--- config.mk ---
export PLATFORM = sky130hd
export DESIGN_NAME = apb_arb_mux
export DESIGN_NICKNAME = d
export VERILOG_FILES = /design/src/rtl/apb_arb_mux.sv
export SDC_FILE = /design/constraint.sdc
export NUM_CORES = 1
export LEC_CHECK = 0
export ABC_AREA = 1
export BUFFER_PORTS_ARGS = -buffer_cell sky130_fd_sc_hd__buf_2
export CORE_AREA = 4 4 123 125
export DETAILED_ROUTE_END_ITERATION = 8
export DIE_AREA = 0 0 127 129
export GPL_ROUTABILITY_DRIVEN = 0
export PLACE_DENSITY = 0.62
export SKIP_LAST_GASP = 1
export SYNTH_ARGS = -nofsm -noshare
export SYNTH_HDL_FRONTEND = slang
export SYNTH_SLANG_ARGS = --single-unit
--- constraint.sdc ---
create_clock -name clk_i -period 3.7 [get_ports clk_i]
set_clock_uncertainty 0.1 [all_clocks]
set_input_delay 0 -clock clk_i [delete_from_list [all_inputs] [get_ports clk_i]]
set_output_delay 0 -clock clk_i [all_outputs]
set_load 0.01 [all_outputs]
--- src/rtl/apb_arb_mux.sv ---
// Round-robin APB arbiter: several upstream initiators share one downstream APB port.
// Request fields are captured at grant; the block then runs its own SETUP/ACCESS sequence.
package apb_arb_mux_pkg;

    typedef struct packed {
        logic [31:0] paddr;
        logic        psel;
        logic        penable;
        logic        pwrite;
        logic [31:0] pwdata;
        logic [3:0]  pstrb;
    } apb_req_t;

    typedef struct packed {
        logic        pready;
        logic [31:0] prdata;
        logic        pslverr;
    } apb_resp_t;

endpackage

module apb_arb_mux #(
    parameter int unsigned NoSlvPorts = 2,
    parameter type         req_t      = apb_arb_mux_pkg::apb_req_t,
    parameter type         resp_t     = apb_arb_mux_pkg::apb_resp_t,
    parameter int unsigned IdxWidth   = (NoSlvPorts > 1) ? $clog2(NoSlvPorts) : 1
) (
    input  logic                clk_i,
    input  logic                rst_i,
    input  req_t                slv_req_i  [NoSlvPorts],
    output resp_t               slv_resp_o [NoSlvPorts],
    output req_t                mst_req_o,
    input  resp_t               mst_resp_i,
    output logic [IdxWidth-1:0] grant_o,
    output logic                busy_o
);

    typedef enum logic [1:0] {
        IDLE,
        SETUP,
        ACCESS
    } state_e;

    state_e              state_q;
    state_e              state_d;
    logic [IdxWidth-1:0] rr_q;
    logic [IdxWidth-1:0] rr_next;
    logic [IdxWidth-1:0] grant_q;
    logic [IdxWidth-1:0] pick_idx;
    logic                pick_valid;
    req_t                req_q;

    // Scan from rr_q upward with wrap; first requester wins.
    always_comb begin : arbitrate
        int unsigned cand;
        cand       = 0;
        pick_valid = 1'b0;
        pick_idx   = '0;
        for (int unsigned off = 0; off < NoSlvPorts; off++) begin
            cand = (32'(rr_q) + off) % NoSlvPorts;
            if (!pick_valid && slv_req_i[IdxWidth'(cand)].psel) begin
                pick_valid = 1'b1;
                pick_idx   = IdxWidth'(cand);
            end
        end
        rr_next = IdxWidth'((32'(pick_idx) + 32'd1) % NoSlvPorts);
    end

    always_ff @(posedge clk_i) begin : state_reg
        if (rst_i) begin
            state_q <= IDLE;
        end else begin
            state_q <= state_d;
        end
    end

    always_comb begin : next_state
        state_d = state_q;
        case (state_q)
            IDLE:    if (pick_valid) state_d = SETUP;
            SETUP:   state_d = ACCESS;
            ACCESS:  if (mst_resp_i.pready) state_d = IDLE;
            default: state_d = IDLE;
        endcase
    end

    always_ff @(posedge clk_i) begin : capture_reg
        if (rst_i) begin
            rr_q    <= '0;
            grant_q <= '0;
            req_q   <= '0;
        end else if (state_q == IDLE && pick_valid) begin
            rr_q    <= rr_next;
            grant_q <= pick_idx;
            req_q   <= slv_req_i[pick_idx];
        end
    end

    // Only the granted port sees the response, and only on the completing ACCESS cycle.
    always_comb begin : outputs
        mst_req_o         = req_q;
        mst_req_o.psel    = (state_q != IDLE);
        mst_req_o.penable = (state_q == ACCESS);
        for (int unsigned j = 0; j < NoSlvPorts; j++) begin
            slv_resp_o[j] = '0;
        end
        if (state_q == ACCESS && mst_resp_i.pready) begin
            slv_resp_o[grant_q] = mst_resp_i;
        end
        busy_o  = (state_q != IDLE);
        grant_o = grant_q;
    end

endmodule

==> impl_metrics.env <==
export IMPL_status="finished, final reports clean"
export IMPL_slew_headroom_pct=38.4
export IMPL_cts_root_buffer="sky130_fd_sc_hd__clkbuf_16"
export IMPL_utilization_pct=54.1
export IMPL_timing_critical_path_fanout_max=70
export IMPL_worst_hold_path_type="in -> reg"
export IMPL_synth_area_sq_um=4110
export IMPL_final_net_count=1267
export IMPL_max_vdd_ir_drop_v=0.000192
export IMPL_via_count=6085
export IMPL_grt_first_pass_wirelength_mm=29.6
export IMPL_synth_seq_cells=73
export IMPL_report_final_setup_viol=0
export IMPL_max_cap_violations=0
export IMPL_cts_path_max_buffers=2
export IMPL_n_antenna_cell=0
export IMPL_routedWlPerCell_um=15.1
export IMPL_worstMarginPinSlew_ns=0.922
export IMPL_drcViolationCount=0
export IMPL_seq_power_share_pct=31.6
export IMPL_drt_vias_per_instance=4.78
export IMPL_timing_fmax_mhz=356
export IMPL_cp_end_kind="flop"
export IMPL_period_share_pct=76.0
export IMPL_core_area_sq_um=13900
export IMPL_firstDrtPassIters=5
export IMPL_die_width_um=127
export IMPL_post_cts_repair_setup_buffers=0
export IMPL_cell_internal_pwr_mw=2.02
export IMPL_grt_use_total_pct=22.4
export IMPL_detailed_place_hpwl_mm=12.2
export IMPL_drt_antenna_violating_nets=0
export IMPL_clock_tree_from_tritoncts="done"
export IMPL_cell_row_count=43
export IMPL_path_clk_slew_ns=0.06
export IMPL_drt_total_wl_mm=19.2
export IMPL_power_share_clock_pct=34.0
export IMPL_slew_viol_final=0
export IMPL_crit_path_cell_trace="inv_1 > nand2_2 > nand2_2 > buf_4 > nand3_1 > nand3_1 > dlygate4sd3_1 > nand2_1 > inv_1"
export IMPL_floorplan_initialDensity_pct=29.6
export IMPL_drt_iter0_markers=424
export IMPL_net_count_after_synthesis=848
export IMPL_overflow_left_after_global_routing=0
export IMPL_critical_path_n_buffers_inverters=4
export IMPL_finalCriticalPeriod_ns=2.81
export IMPL_io_pin_count=319
export IMPL_number_of_global_route_vias_before_repair=5949
export IMPL_power_switching_share_pct=30.5
export IMPL_timing_critical_path_required_ns=3.87
export IMPL_synthDominantAreaCellType="sky130_fd_sc_hd__dfxtp_1"
export IMPL_critPathKind="reg -> reg"
export IMPL_total_switching_power_mw=0.887
export IMPL_worstPathArrival_ns=2.98
export IMPL_drive_gt1_share_pct=31.9
export IMPL_clock_tree_htree_level_count=3
export IMPL_cts_buffers_inserted=9
export IMPL_cp_top_family="buffers and inverters"
export IMPL_syn_avg_cell_area_sq_um=6.14
export IMPL_die_area_sq_um=16400
export IMPL_synth_cells=670
export IMPL_worstSetupStartpointType="flop"
export IMPL_numClockSinks=73
export IMPL_die_h_um=129
export IMPL_grt_start_max_net_pins=72
export IMPL_synthTopCellsByArea="sky130_fd_sc_hd__dfxtp_1 36%, sky130_fd_sc_hd__nand3_1 17%, sky130_fd_sc_hd__nand2_1 13%"
export IMPL_buffer_ports_inserted=316
export IMPL_tns_ns=0
export IMPL_antenna_found_initial=0
export IMPL_finalHoldViolations=0
export IMPL_rsz_0062_raised_after_global_routing="false"
export IMPL_clock_latency_ns=0.32
export IMPL_leakagePower_nw=4.56
export IMPL_postCtsResizedCells=0
export IMPL_combinationalPowerShare_pct=34.4
export IMPL_power_per_cell_area_nw_per_um2=387
export IMPL_synth_seq_area_share_pct=35.5
export IMPL_netlist_cell_type_count=16
export IMPL_critPathSlowestCell="sky130_fd_sc_hd__buf_4"
export IMPL_area_growth_synth_to_final_pct=82.6
export IMPL_ys_warnings_count=0
export IMPL_cts_hold_fix_buffers=140
export IMPL_timing_critical_path_slowest_cell_delay_ns=0.65
export IMPL_synth_top_area_share_pct=35.5
through the flow:
| stage | std cells | hold slack [ns] | total power [mW] | area [sq um] | worst slack [ns] |
|---|---|---|---|---|---|
| 2_1_floorplan | 670 | -0.0309 | 1.37 | 4110 | 2.36 |
| 3_3_place_gp | 1118 | 0.125 | 1.67 | 5780 | 1.48 |
| 3_5_place_dp | 1118 | 0.131 | 1.67 | 5780 | 1.48 |
| 4_1_cts | 1273 | 0.0968 | 2.93 | 7510 | 0.927 |
| 5_1_grt | 1273 | 0.140 | 3.09 | 7510 | 0.719 |
| 6_report | 1273 | 0.115 | 2.91 | 7510 | 0.888 |
per-layer routing:
metal  vias up  GRT usage [%]  wire length (um)
met5         -              0                 0
met4         0           10.3               607
met3        51           4.94              1470
met1      2775           24.5              7260
met2       276           41.2              9870
li1       2983              -                 -
synthesized netlist by cell type, drive strengths merged:
master	number
dfxtp	73
nand4	69
buf	32
o21ai	2
a21oi	2
nand2	145
inv	108
nor2	74
nand3	140
clkbuf	25
power by group through the flow:
stage	clock network (mW)	logic (mW)	registers, mW
after global routing	1.07	1.10	0.929
after global placement	0	0.741	0.931
after floorplan	0	0.393	0.973
after CTS	1.02	0.990	0.917
after detailed placement	0	0.742	0.931
final	0.987	1.00	0.918
cell usage in the layout, fill, tap and decap left out, types with 2 or more instances in the layout:
master / Yosys / final
sky130_fd_sc_hd__nand3_1: 140 / 140
sky130_fd_sc_hd__nand2_2: 0 / 2
sky130_fd_sc_hd__nor2_2: 2 / 2
sky130_fd_sc_hd__a21oi_1: 2 / 2
sky130_fd_sc_hd__bufinv_16: 0 / 3
sky130_fd_sc_hd__nor2_4: 2 / 2
sky130_fd_sc_hd__nand2_1: 145 / 143
sky130_fd_sc_hd__nor2_1: 70 / 70
sky130_fd_sc_hd__inv_2: 3 / 3
sky130_fd_sc_hd__dfxtp_1: 73 / 73
sky130_fd_sc_hd__dlygate4sd3_1: 0 / 140
sky130_fd_sc_hd__inv_1: 105 / 105
sky130_fd_sc_hd__nand4_1: 69 / 69
sky130_fd_sc_hd__buf_12: 0 / 2
sky130_fd_sc_hd__buf_4: 1 / 7
sky130_fd_sc_hd__buf_2: 25 / 316
sky130_fd_sc_hd__clkbuf_16: 0 / 9
worst register-to-register path: cells and delay by family, from the launching register on:
kind	cells	cell delay [ns]
buffers and inverters	4	1.38
AND/OR/NAND/NOR	5	0.98
flip-flops	1	0.30
flip-flops by register name (all words and copies together), names as in the netlist:
register	flops
grant_o	1
mst_req_o	69
rr_q	1
state_q	2
worst paths after layout:
path | start | to | slack [ns] | depth (start not counted)
worst max-delay path | rr_q$_SDFFE_PP0P_ | mst_req_o[58]$_SDFFE_PP0P_ | 0.89 | 9
worst min-delay path | slv_req_i[38] | grant_o$_SDFFE_PP0P_ | 0.12 | 3
worst max register to register | rr_q$_SDFFE_PP0P_ | mst_req_o[58]$_SDFFE_PP0P_ | 0.89 | 9
worst min register to register | rr_q$_SDFFE_PP0P_ | rr_q$_SDFFE_PP0P_ | 0.36 | 2
layout make-up:
cell class,instances,area [sq um]
Fill cell,1356,6370
Multi-Input combinational cell,432,2010
Sequential cell,73,1460
Inverter,108,405
Timing Repair Buffer,465,3080
Clock buffer,10,229
Clock inverter,5,104
Tap cell,180,225
cell families after synthesis:
| logic type | count (synthesis) | share of synthesized area [%] |
|---|---|---|
| AOI/OAI and AO/OA | 4 | 0.578 |
| buffers and inverters | 165 | 15.9 |
| DFF | 73 | 35.5 |
| and+or+nand+nor | 428 | 48.0 |
(Power assumes the default switching activity.)
